File: src/rtl/lgn_seq_pkg.sv
// rtl/lgn_seq_pkg.sv - shared types and constants for the LGN frame sequencer
package lgn_seq_pkg;

  typedef enum logic [2:0] {IDLE, STREAM, DRAIN, CAPTURE, GAP} state_t;

  localparam logic       SRC_A            = 1'b0;
  localparam logic       SRC_B            = 1'b1;
  localparam logic [3:0] INVALID_CLASS    = 4'hF;
  localparam int         FRAME_BYTES_DFLT = 32;

  // Core outputs above 9 are not digits; fold them onto one invalid code.
  function automatic logic [3:0] classify(input logic [3:0] idx);
    return (idx <= 4'd9) ? idx : INVALID_CLASS;
  endfunction

endpackage

File: src/rtl/lgn_rr_arbiter2.sv
// rtl/lgn_rr_arbiter2.sv - two-way round-robin pick with a hold input
module lgn_rr_arbiter2 (
  input  logic       clk,
  input  logic       rst,
  input  logic [1:0] req,
  input  logic       hold,
  output logic [1:0] pick
);

  logic ptr;

  // ptr names the preferred source; it only matters when both request.
  always_comb begin
    pick = req;
    if (req == 2'b11) pick = ptr ? 2'b10 : 2'b01;
  end

  always_ff @(posedge clk) begin
    if (rst) ptr <= 1'b0;
    else if (!hold && (req != 2'b00)) ptr <= ~ptr;
  end

endmodule

File: src/rtl/lgn_frame_sequencer.sv
// rtl/lgn_frame_sequencer.sv - streams frames into the LGN core; optional LGN_SEQ_STABLE_EN
module lgn_frame_sequencer
  import lgn_seq_pkg::*;
#(
  parameter int FRAME_BYTES    = FRAME_BYTES_DFLT,
  parameter int RESULT_LATENCY = 4,
  parameter int GAP_CYCLES     = 2,
  localparam int AW            = $clog2(FRAME_BYTES)
) (
  input  logic          clk,
  input  logic          rst,
  input  logic [1:0]    req,
  output logic [1:0]    grant,
  output logic          rd_en,
  output logic [AW-1:0] rd_addr,
  input  logic [7:0]    rd_data,
  output logic [7:0]    core_ui,
  input  logic [3:0]    core_index,
  output logic          result_valid,
  output logic [3:0]    result_index,
  output logic          result_src,
  output logic          busy
);

  state_t     state;
  logic [7:0] cnt;
  logic       data_valid;
  logic [1:0] pick;
  logic       src;
  logic [3:0] cls;

  lgn_rr_arbiter2 u_arb (
    .clk  (clk),
    .rst  (rst),
    .req  (req),
    .hold (state != IDLE),
    .pick (pick)
  );

  assign busy = (state != IDLE);
  assign src  = grant[1];
  assign cls  = classify(core_index);

`ifdef LGN_SEQ_STABLE_EN
  logic [3:0] last_idx [2];
`endif

  always_ff @(posedge clk) begin
    if (rst) begin
      state        <= IDLE;
      grant        <= 2'b00;
      rd_en        <= 1'b0;
      rd_addr      <= '0;
      core_ui      <= 8'h00;
      data_valid   <= 1'b0;
      cnt          <= 8'd0;
      result_valid <= 1'b0;
      result_index <= 4'd0;
      result_src   <= SRC_A;
`ifdef LGN_SEQ_STABLE_EN
      last_idx[0]  <= INVALID_CLASS;
      last_idx[1]  <= INVALID_CLASS;
`endif
    end else begin
      result_valid <= 1'b0;
      // Store answers one cycle after rd_en; register once more onto core_ui.
      data_valid   <= rd_en;
      core_ui      <= data_valid ? rd_data : 8'h00;
      case (state)
        IDLE: if (req != 2'b00) begin
          grant   <= pick;
          rd_en   <= 1'b1;
          rd_addr <= '0;
          state   <= STREAM;
        end
        STREAM: begin
          rd_addr <= rd_addr + 1'b1;
          if (rd_addr == AW'(FRAME_BYTES - 1)) begin
            rd_en <= 1'b0;
            cnt   <= 8'd0;
            state <= DRAIN;
          end
        end
        DRAIN: begin
          if (cnt == 8'(RESULT_LATENCY)) state <= CAPTURE;
          else cnt <= cnt + 8'd1;
        end
        CAPTURE: begin
`ifdef LGN_SEQ_STABLE_EN
          // Report only when two consecutive frames from this source agree.
          if (cls == last_idx[src]) begin
            result_valid <= 1'b1;
            result_index <= cls;
            result_src   <= src;
          end
          last_idx[src] <= cls;
`else
          result_valid <= 1'b1;
          result_index <= cls;
          result_src   <= src;
`endif
          cnt   <= 8'd0;
          state <= GAP;
        end
        GAP: begin
          if (cnt == 8'(GAP_CYCLES - 1)) begin
            grant <= 2'b00;
            state <= IDLE;
          end else begin
            cnt <= cnt + 8'd1;
          end
        end
        default: state <= IDLE;
      endcase
    end
  end

endmodule

File: config.mk
export PLATFORM = sky130hd
export DESIGN_NAME = lgn_frame_sequencer
export DESIGN_NICKNAME = d
export VERILOG_FILES = /design/src/rtl/lgn_seq_pkg.sv /design/src/rtl/lgn_rr_arbiter2.sv /design/src/rtl/lgn_frame_sequencer.sv
export SDC_FILE = /design/constraint.sdc
export NUM_CORES = 1
export LEC_CHECK = 0
export ABC_CLOCK_PERIOD_IN_PS = 3250
export CAP_MARGIN = 20
export CELL_PAD_IN_SITES_DETAIL_PLACEMENT = 1
export CELL_PAD_IN_SITES_GLOBAL_PLACEMENT = 1
export CORE_AREA = 2 2 68 70
export DETAILED_ROUTE_END_ITERATION = 10
export DIE_AREA = 0 0 70 72
export PLACE_DENSITY = 0.77
export SLEW_MARGIN = 20
export SYNTH_ARGS = -nofsm -noshare
export SYNTH_HDL_FRONTEND = slang
export SYNTH_SLANG_ARGS = --single-unit
File: constraint.sdc
create_clock -name clk -period 3.25 [get_ports clk]
set_clock_uncertainty 0.1 [all_clocks]
set_input_delay 0.4875 -clock clk [delete_from_list [all_inputs] [get_ports clk]]
set_output_delay 0.4875 -clock clk [all_outputs]
set_load 0.05 [all_outputs]
# Word level (Yosys, flattened, before mapping)
# Index checks and enable logic that the tools add are counted.
[classes] shifts=0 bitwise=2 reduce_logical=14 eq_ne=14 div=0 multipliers=0 n_lt_le_gt_ge=1 mux=21 add_sub_neg=2
[op_table] op="$pmux W8 S4" count=1
[op_table] op="$mux W8" count=3
[op_table] op="$pmux W3 S5" count=1
[op_table] op="$mux W3" count=4
[op_table] op="$ne A2 B2 Y1 const B" count=6
[op_table] op="$pmux W5 S2" count=1
[op_table] op="$add A8 B1 Y8 const B" count=1
[op_table] op="$eq A8 B1 Y1 const B" count=1
[op_table] op="$eq A8 B3 Y1 const B" count=1
[op_table] op="$mux W2" count=4
[op_table] op="$reduce_and A4 Y1" count=2
[op_table] op="$eq A3 B2 Y1 const B" count=2
[op_table] op="$reduce_and A3 Y1" count=2
[op_table] op="$reduce_bool A2 Y1" count=3
[op_table] op="$add A5 B1 Y5 const B" count=1
[op_table] op="$eq A5 B5 Y1 const B" count=1
[op_table] op="$mux W5" count=1
[op_table] op="$le A4 B4 Y1 const B" count=1
[op_table] op="$mux W4" count=1
[op_table] op="$pmux W2 S2" count=1
[op_table] op="$reduce_bool A4 Y1" count=1
[op_table] op="$eq A3 B1 Y1 const B" count=1
[op_table] op="$eq A3 B3 Y1 const B" count=1
[op_table] op="$logic_not A3 Y1" count=1
[op_table] op="9 further kinds" count=12
[totals] ramBits=0 latchBits=0 mem_bits_ro=0 word_cells=65 out_inout_bits=23 input_bits=16 mem_count=0 reg_bits=35

# Longest topological paths before layout
# Gate-level depths: netlist (run 1).
[depth] depth_word=4 ltp_mapped=7 mapped_depth_nobuf=7

# Hierarchy
# A second synthesis (run 1) with hierarchy kept.
[unflattened] cells_unflattened=187 hier_area_um2=1620.3
[by_module_without_submodules] module="lgn_frame_sequencer" cells_per_inst=179 n_inst=1 area_each_um2=1547.7
[by_module_without_submodules] module="lgn_rr_arbiter2" cells_per_inst=8 n_inst=1 area_each_um2=72.6

# Worst setup path before layout (run 1)
# Ideal clock, no wire load.
[synth_timing] kind="reg-to-reg" from="reg rd_addr[0]" to="reg cnt[2]" arrival_time_ns=1.986 path_buffers=0 stages_incl_launch_ff=8 setup_ns=0.075 period_less_slack_ns=2.161 path_slack_ns=1.089 required_time_ns=3.075 cell_sequence="dfxtp_1 > ha_1 > and3_1 > ha_1 > or2_2 > a21oi_1 > nand2_1 > o22ai_1"
[synth_between] elab_chain_cells=3
[synth_rtl] item="from (decl)" line="lgn_frame_sequencer.sv:15" rtl="output logic [AW-1:0] rd_addr,"
[synth_rtl] item="from (signal assigned)" line="lgn_frame_sequencer.sv:77" rtl="rd_addr <= rd_addr + 1'b1;"
[synth_rtl] item="$eq A5 B5 Y1" line="lgn_frame_sequencer.sv:78" rtl="if (rd_addr == AW'(FRAME_BYTES - 1)) begin"
[synth_rtl] item="$ne A2 B2 Y1 (no source line)"
[synth_rtl] item="$reduce_and A4 Y1 (no source line)"
[synth_rtl] item="to (signal assigned)" line="lgn_frame_sequencer.sv:86" rtl="else cnt <= cnt + 8'd1;"
[synth_rtl] item="to (signal assigned)" line="lgn_frame_sequencer.sv:110" rtl="cnt <= cnt + 8'd1;"
[synth_rtl] item="to (decl)" line="lgn_frame_sequencer.sv:26" rtl="logic [7:0] cnt;"
# No other way between the ends.
# A chain may end at the register's enable or synchronous reset.

# Worst setup path in the final report (run 1)
[layout_timing] from="reg state[1]" to="out busy"
[layout_between] elab_chain_cells=1
[layout_rtl] item="from (decl)" line="lgn_frame_sequencer.sv:25" rtl="state_t state;"
[layout_rtl] item="from (signal assigned)" line="lgn_frame_sequencer.sv:50" rtl="state <= IDLE;"
[layout_rtl] item="from (signal assigned)" line="lgn_frame_sequencer.sv:74" rtl="state <= STREAM;"
[layout_rtl] item="from (signal assigned)" line="lgn_frame_sequencer.sv:81" rtl="state <= DRAIN;"
[layout_rtl] item="$reduce_bool A3 Y1" line="lgn_frame_sequencer.sv:40" rtl="assign busy = (state != IDLE);"
[layout_rtl] item="to (decl)" line="lgn_frame_sequencer.sv:22" rtl="output logic busy"
# No other way between the ends.

==> results of run 1 <==
## routing by layer
layer | vias to the layer above | track usage, % | wire [um] | share of wire, %
met5 | - | 0 | 0 | 0
met4 | 0 | 7.26 | 94 | 2.3
met3 | 10 | 4.86 | 175 | 4.2
met2 | 37 | 34.0 | 2200 | 53
met1 | 710 | 19.1 | 1700 | 41
li1 | 736 | - | - | -
## through the flow
stage / util (%) / cells
6_report: 49.5 / 278
5_1_grt: 49.5 / 278
4_1_cts: 49.5 / 278
3_5_place_dp: 47.4 / 270
3_3_place_gp: 47.4 / 270
2_1_floorplan: - / 187
## layout by cell type, fill, tap and decap left out, drive strengths merged, types with 2 or more instances in the layout
master / netlist / layout
a2111oi: 2 / 2
nor2b: 5 / 5
nand4: 2 / 2
dfxtp: 35 / 35
clkinvlp: 0 / 2
nor3b: 2 / 2
nor3: 10 / 10
ha: 5 / 5
mux2i: 2 / 2
and2: 10 / 10
or4: 4 / 4
a21oi: 15 / 15
o211ai: 3 / 3
or2: 2 / 2
nor2: 16 / 16
clkbuf: 5 / 5
a211oi: 3 / 3
nand2b: 3 / 3
inv: 4 / 4
o21ai: 7 / 7
nand2: 17 / 17
clkdlybuf4s50: 0 / 38
nand3: 18 / 18
## worst paths after layout
path,start,to,slack (ps)
setup / recovery,state[1]$_SDFFE_PP0P_,busy,640
hold / removal,result_src$_SDFFE_PP0P_,result_src$_SDFFE_PP0P_,370
setup reg to reg,rd_addr[0]$_SDFFE_PP0P_,cnt[7]$_SDFFE_PP0P_,990
hold reg to reg,result_src$_SDFFE_PP0P_,result_src$_SDFFE_PP0P_,370
## layout make-up
cell class / count / area share, %
inverter: 4 / 0.711
timing repair buffer: 39 / 18.4
tap: 52 / 3.08
multi-input combinational: 140 / 40.4
clock buffer: 5 / 3.26
sequential: 35 / 33.2
clock inverter: 3 / 0.948
## report_power, final
part           total, mW  internal (mW)  switching [mW]
clock network      0.310          0.149           0.161
registers          0.448          0.439         0.00915
logic             0.0968         0.0415          0.0553
## worst reg2reg max path, stage by stage, from the launching register on
cell and delay, ps:
dfxtp_1 350, ha_1 230, and3_1 200, ha_1 180, or2_2 300, a21oi_1 500
nand3_1 210, nand3_1 130
## registers in the layout, indices dropped and copies added, names as in the netlist
| register | cells |
|---|---|
| core_ui | 8 |
| state | 3 |
| result_src | 1 |
| result_index | 4 |
| cnt | 8 |
| rd_en | 1 |
| grant | 2 |
| result_valid | 1 |
| data_valid | 1 |
| rd_addr | 5 |
| u_arb.ptr | 1 |
## kinds of logic (layout without fill, tap and decap cells)
kind of cell	after synthesis	count (layout)	share of synthesized area, %
AOI/OAI and AO/OA	35	35	14.6
buffers and inverters	12	51	3.12
xor gates and xnor gates	2	2	1.09
and+or+nand+nor	96	96	32.4
muxes	2	2	1.25
DFF	35	35	43.7
adders and majority gates	5	5	3.90
==> impl_metrics.toml, run 1 <==
[sta]
slew_headroom_pct = 41.7
hold_viol = 0
layout_setup_ws_ps = 638
finalSetupViolCount = 0
rsz0062_at_grt = "no"
fmax_mhz = 383
slew_viol_final = 0
setup_tns_ps = 0
min_period_ps = 2610
whs_ps = 369
fin_crit_sh_pct = 80.4
worst_pin_slew_ps = 868

[status]
outcome = "completed"

[pwr]
finalPower_uw = 855
peakVddDrop_v = 0.000196
p_per_area_nw_per_um2 = 405
leakage_nw = 0.755

[place]
dpl_cell_area_um2 = 2020
hpwl_um = 3160
gp_congestion = 0.921
pre_cts_slack_ps = 931
port_buffers = 38

[logic_synthesis]
syn-cell-area_um2 = 1600
synth_commonest_cells = "dfxtp_1 (35), nand3_1 (18), nand2_1 (17), a21oi_1 (15), nor2_1 (15)"
yosysUniqueCellTypes = 41
yosys-top-cells-area = "dfxtp_1 (44%), nand3_1 (5.6%), a21oi_1 (4.7%)"
yosysSeqAreaShare_pct = 43.7
syn_area_per_cell_um2 = 8.58
synth.most_common_cell = "dfxtp_1"
yosysWarnings = 0
synthFlopType = "dfxtp_1"
syn_nets = 208
synthCells = 187
netlist.area_leader.share_pct = 43.7
synth-seq-cells = 35
synth_edf_count = 0
synth_top_area_cell = "dfxtp_1"
async_flop_share_pct = 0

[global_route]
antenna_found_initial = 0
grt_pass1_vias = 1502
grt_max_degree = 23
grt_first_pass_wirelength_um = 7140
gr-usage-all-layers_pct = 18.0
grt-ovfl-total = 0

[worst_setup_path]
critical_path.max_stage_delay_ps = 710
cpMaxStageDelayCell = "clkdlybuf4s50_1"
path_class = "register to output port"
path_cells = "nor3_1 > inv_1 > clkdlybuf4s50_1"
crit_path_end_kind = "output port"
critPathArrivalTime_ps = 2020
r2r_cells = 7
required_ps = 2660
crit_family = "buffers and inverters"
startpoint_type = "register"
path_max_fanout = 16
cp.depth = 3
path_buf_inv = 2

[detailed_routing]
routedWlPerCell_um = 15.0
via_per_inst = 5.37
firstDrtPassIters = 4
routed_wirelength_um = 4170
postRouteAntennaNets = 0
vias = 1493
drcViolationCount = 0
drt_iter0_markers = 27

[final_layout]
multi_input_area_um2 = 853
fillers = 500
nets = 246
drive_above_1_share_pct = 8.85
final_cell_area_um2 = 2110
area_growth_syn_to_layout_pct = 31.6
regArea_um2 = 701
diodes = 0

[clock_tree]
cts_resized = 0
clk_path_buf_depth = 2
worstSkewPairLatency_ps = 280
cts-root-buf = "clkbuf_8"
numCtsBuffers = 5
cts_setup_buffers = 0
path_clk_slew_ps = 70
cts_sinks = 35
htree_levels = 2
cts_tree = "done"
holdBufCountCts = 0

[floorplan]
core_region_area_um2 = 4260
start_util_pct = 37.6
die_x_um = 70
io_pins = 39
dieArea_um2 = 5040
rows = 24
die_h_um = 72

[min_path]
hp-class = "register to register"
holdPathStages = 2

[job]
maxCapViolations = 0
Power figures use the tool's default switching activity.
==> run 2, diff against run 1 <==
--- a/config.mk
+++ b/config.mk
@@ -5,14 +5,14 @@
 export SDC_FILE = /design/constraint.sdc
 export NUM_CORES = 1
 export LEC_CHECK = 0
-export ABC_CLOCK_PERIOD_IN_PS = 3250
+export ABC_CLOCK_PERIOD_IN_PS = 2400
 export CAP_MARGIN = 20
 export CELL_PAD_IN_SITES_DETAIL_PLACEMENT = 1
 export CELL_PAD_IN_SITES_GLOBAL_PLACEMENT = 1
-export CORE_AREA = 2 2 68 70
+export CORE_AREA = 2 2 74 76
 export DETAILED_ROUTE_END_ITERATION = 10
-export DIE_AREA = 0 0 70 72
-export PLACE_DENSITY = 0.77
+export DIE_AREA = 0 0 76 78
+export PLACE_DENSITY = 0.69
 export SLEW_MARGIN = 20
 export SYNTH_ARGS = -nofsm -noshare
 export SYNTH_HDL_FRONTEND = slang
==> constraint.sdc (replaced) <==
create_clock -name clk -period 2.4 [get_ports clk]
set_clock_uncertainty 0.1 [all_clocks]
set_input_delay 0.36 -clock clk [delete_from_list [all_inputs] [get_ports clk]]
set_output_delay 0.36 -clock clk [all_outputs]
set_load 0.05 [all_outputs]
==> impl_metrics.toml, run 2 (synthesis gave the netlist of run 1 again) <==
[status]
outcome = "completed"

[sta]
slew_headroom_pct = 58.7
rsz0062_at_grt = "no"
fmax_mhz = 445
min_period_ps = 2250
hold_viol = 0
finalSetupViolCount = 0
fin_crit_sh_pct = 93.6
worst_pin_slew_ps = 620
layout_setup_ws_ps = 155
setup_tns_ps = 0
slew_viol_final = 0

[final_layout]
nets = 253
drive_above_1_share_pct = 11.2
layout_common_cells = "clkdlybuf4s50_1 (38), dfxtp_1 (35), nand3_1 (18), nand2_1 (17)"
reg.largest.list = "cnt x8, core_ui x8, rd_addr x5"
area_growth_syn_to_layout_pct = 37.0
final_common_cell = "clkdlybuf4s50_1"
diodes = 0

[clock_tree]
clk_path_buf_depth = 2
cts-root-buf = "clkbuf_8"
cts_sinks = 35
numCtsBuffers = 5
cts_tree = "done"
path_clk_slew_ps = 70
holdBufCountCts = 0
cts_setup_buffers = 0
cts_resized = 0
worstSkewPairLatency_ps = 290
htree_levels = 2

[floorplan]
io_pins = 39
dieArea_um2 = 5930
die_x_um = 76
start_util_pct = 31.8
die_h_um = 78
core_region_area_um2 = 5040
rows = 26

[min_path]
hp-class = "register to register"

[pwr]
p_per_area_nw_per_um2 = 551
finalPower_mw = 1.21
leakage_nw = 0.803
peakVddDrop_v = 0.000272

[worst_setup_path]
startpoint_type = "register"
r2r_setup_slack_ps = 150
critPathArrivalTime_ps = 2360
path_class = "register to register"
r2r_cells = 7
path_max_fanout = 7
r2r-start = "rd_addr[0]$_SDFFE_PP0P_"
startpoint = "rd_addr[0]$_SDFFE_PP0P_"
r2r-end = "cnt[4]$_SDFFE_PP0P_"
crit_end = "cnt[4]$_SDFFE_PP0P_"
required_ps = 2510
crit_path_end_kind = "register"

[global_route]
antenna_found_initial = 0
grt_first_pass_wirelength_um = 6960
grtUsageMet2_pct = 25.4
grt_pass1_vias = 1451
gr-usage-met1_pct = 17.7
globalRoute.busiestLayer = "met2"
grtUsageMet3_pct = 3.37
grt_max_degree = 21
grt-ovfl-total = 0
gr-usage-all-layers_pct = 14.5

[place]
port_buffers = 38
gp_congestion = 0.786
pre_cts_slack_ps = 189
hpwl_um = 3050

[detailed_routing]
drt_iter0_markers = 41
via_per_inst = 5.01
firstDrtPassIters = 4
routedWlPerCell_um = 14.0
vias = 1517
drcViolationCount = 0
routed_wirelength_um = 4260
postRouteAntennaNets = 0

[job]
maxCapViolations = 0
run 2: changes by cell type in the layout (fill, tap and decap cells not counted):
cell        before  now
clkbuf_1         0    1
clkinvlp_4       2    0
clkinv_2         1    0
clkbuf_8         5    7
buf_4            1    8
run 2: cell type report:
type | count | area [um2]
timing repair buffer | 46 | 440
inverter | 4 | 15.0
sequential | 35 | 701
fill | 603 | 2850
multi-input combinational | 140 | 853
clock buffer | 8 | 100
tap | 70 | 87.6
run 2: power breakdown:
| part | switching [mW] | internal [mW] | total [mW] |
|---|---|---|---|
| sequential | 0.00882 | 0.594 | 0.603 |
| clock | 0.206 | 0.262 | 0.468 |
| combinational | 0.0797 | 0.0603 | 0.140 |
| total | 0.295 | 0.917 | 1.21 |
run 2: how the worst min path moves through the flow:
stage	from	slack, ps	endpoint	cells after the start
finish	result_index[3]$_SDFFE_PP0P_	370	result_index[3]$_SDFFE_PP0P_	2
global route	result_src$_SDFFE_PP0P_	410	result_src$_SDFFE_PP0P_	2
CTS	result_index[3]$_SDFFE_PP0P_	370	result_index[3]$_SDFFE_PP0P_	2
detailed placement	grant[0]$_SDFFE_PP0P_	360	grant[0]$_SDFFE_PP0P_	2
global placement	result_index[3]$_SDFFE_PP0P_	350	result_index[3]$_SDFFE_PP0P_	2
floorplan	cnt[1]$_SDFFE_PP0P_	360	cnt[1]$_SDFFE_PP0P_	2
run 2: metrics by stage:
| step | utilization (%) | instances | hold WS [ps] | instance area [um2] |
|---|---|---|---|---|
| 3_5_place_dp | 41.6 | 295 | 362 | 2100 |
| 6_report | 43.6 | 303 | 368 | 2200 |
| 2_1_floorplan | - | 187 | 365 | 1600 |
| 5_1_grt | 43.6 | 303 | 406 | 2200 |
| 4_1_cts | 43.6 | 303 | 373 | 2200 |
| 3_3_place_gp | 41.6 | 295 | 352 | 2100 |
run 2: critical path, stage by stage, from the launching register on:
cell and delay, ps:
dfxtp_1 350, ha_1 230, and3_1 190, ha_1 180, or2_2 290, a21oi_1 520
nand2_1 130, o21ai_0 170
run 2: per-layer routing:
layer | part of all wire, % | routed length (um) | vias up
li1 | - | - | 753
met1 | 47 | 2000 | 725
met2 | 48 | 2040 | 34
met3 | 4.3 | 183 | 5
met4 | 0.89 | 38 | 0
met5 | 0 | 0 | -
==> variant (settings of run 1) <==
Re-encode `state_t` (5 states) as one-hot, 5 bits wide.
--- a/src/rtl/lgn_seq_pkg.sv
+++ b/src/rtl/lgn_seq_pkg.sv
@@ -3,3 +3,3 @@
 
-  typedef enum logic [2:0] {IDLE, STREAM, DRAIN, CAPTURE, GAP} state_t;
+  typedef enum logic [4:0] {IDLE = 5'b00001, STREAM = 5'b00010, DRAIN = 5'b00100, CAPTURE = 5'b01000, GAP = 5'b10000} state_t;
 
Function: same outputs for any inputs over 10 cycles, from zero or initial values and one cycle with rst high; not proved beyond that.
==> variant against run 1 <==
  * Final area up 4.0%
  * Combinational power rose by 47%
  * Routed wire length up 2.2%
  * Clock power rose by 5%
  * Critical path depth rose by 1
  * Synthesized area rose by 3.7%
  * Synthesized cell count shrank 0.53%
  * Cell count up 0.72%
  * Highest routed layer unchanged
  * Via count fell by 0.40%
  * Largest cell class unchanged
  * First-iteration DRC count rose by 59%
  * Sequential cell count up 2
  * Setup slack improved by 40 ps
  * Total power grew 11%
==> variant: results (changes against run 1) <==
| Metric | Value |
|---|---|
| Portion of the post-synthesis area used by sequential elements | `0.445 (was 0.437)` |
| Met1 demand-to-capacity share in global routing | `0.202 (was 0.191)` |
| Leakage power figure | `0.813 nW (was 0.755 nW)` |
| Result of the run | `finished clean (unchanged)` |
| Synthesized netlist net count | `207 (was 208)` |
| GR Util All Layers | `0.176 (was 0.180)` |
| Final Hold Slack | `382 ps (was 369 ps)` |
| End of the worst hold path | `grant[0] (was result_src)` |
| Endpoint arrival time on the critical path | `1980 ps (was 2020 ps)` |
| Distinct cell type count of the synthesized netlist | `45 (was 41)` |
| Slew @ Worst Pin | `518 ps (was 868 ps)` |
| Leading registers by flop count | `cnt: 8 flops, core_ui: 8 flops (was cnt: 8 flops, core_ui: 8 flops, rd_addr: 5 flops)` |
| NumNets Final | `249 (was 246)` |
| End of the worst register-to-register path | `cnt[5] (was cnt[7])` |
| Cells after DPL | `273 (was 270)` |
| Hold path startpoint | `grant[0] (was result_src)` |
| Largest cells by area after synthesis | `sky130_fd_sc_hd__dfxtp_1, sky130_fd_sc_hd__a21oi_1, sky130_fd_sc_hd__nor2_1 (was sky130_fd_sc_hd__dfxtp_1, sky130_fd_sc_hd__nand3_1, sky130_fd_sc_hd__a21oi_1)` |
| GR Layer Usage met3 | `0.0472 (was 0.0486)` |
| Pin count of the biggest net entering global routing | `25 (was 23)` |
| Worst slack, placed | `1000 ps (was 931 ps)` |
| Vias per std cell | `5.31 (was 5.37)` |
| Global-route wire length before repair | `7050 µm (was 7140 µm)` |
| Final weighted congestion of routability-driven global placement | `0.755 (was 0.921)` |
| Met2 global-route usage | `0.317 (was 0.340)` |
| Maximum fanout count along the critical path | `6 (was 16)` |
## variant: cells by family after synthesis
family / count (synthesis) / synth area share
buf+inv: 13 / 0.0301
mux: 2 / 0.0120
simple gates: 85 / 0.291
flops: 37 / 0.445
xor+xnor: 2 / 0.0105
compound gates: 42 / 0.174
fa+ha+maj: 5 / 0.0376
## variant: layout make-up
type,count,area [µm²]
flip-flops and latches,37,741
clock inverters,1,7.51
fillers,502,2070
well taps,52,65.1
repair buffers,40,395
inverters,8,30.0
multi-input cells,136,873
clock buffers,6,82.6
## variant: routing by layer
| metal | vias to the layer above | wire length [µm] |
|---|---|---|
| li1 | 740 | - |
| met1 | 712 | 1830 |
| met2 | 29 | 2230 |
| met3 | 6 | 154 |
| met4 | 0 | 44 |
| met5 | - | 0 |
## variant: how the worst max path moves through the flow
stage / startpoint / to / slack, ps / cells past startpoint
after floorplan: rd_addr[0] / cnt[6] / 1000 / 8
after global placement: state[1] / busy / 1050 / 4
after detailed placement: state[1] / busy / 1000 / 4
after CTS: state[1] / busy / 670 / 4
after global routing: state[1] / busy / 510 / 4
final: state[1] / busy / 680 / 4
## variant: report_power, final
part / internal, mW / leakage [nW] / switching [mW] / total (mW)
Combinational: 0.0563 / 0.470 / 0.0861 / 0.142
Clock: 0.168 / 0.0433 / 0.159 / 0.327
Sequential: 0.469 / 0.300 / 0.0139 / 0.483
Total: 0.693 / 0.813 / 0.259 / 0.952
## variant: stage by stage
| step | util | instance area (µm²) |
|---|---|---|
| 5_1_grt | 0.515 | 2190 |
| 2_1_floorplan | - | 1660 |
| 6_report | 0.515 | 2190 |
| 3_5_place_dp | 0.494 | 2100 |
| 4_1_cts | 0.515 | 2190 |
| 3_3_place_gp | 0.494 | 2100 |
## variant: worst max-delay path, cell delays in order (launching register included)
cell                              delay [ps]
sky130_fd_sc_hd__dfxtp_1                 350
sky130_fd_sc_hd__nor2_1                  300
sky130_fd_sc_hd__and3_1                  280
sky130_fd_sc_hd__inv_1                    80
sky130_fd_sc_hd__clkdlybuf4s50_1         700
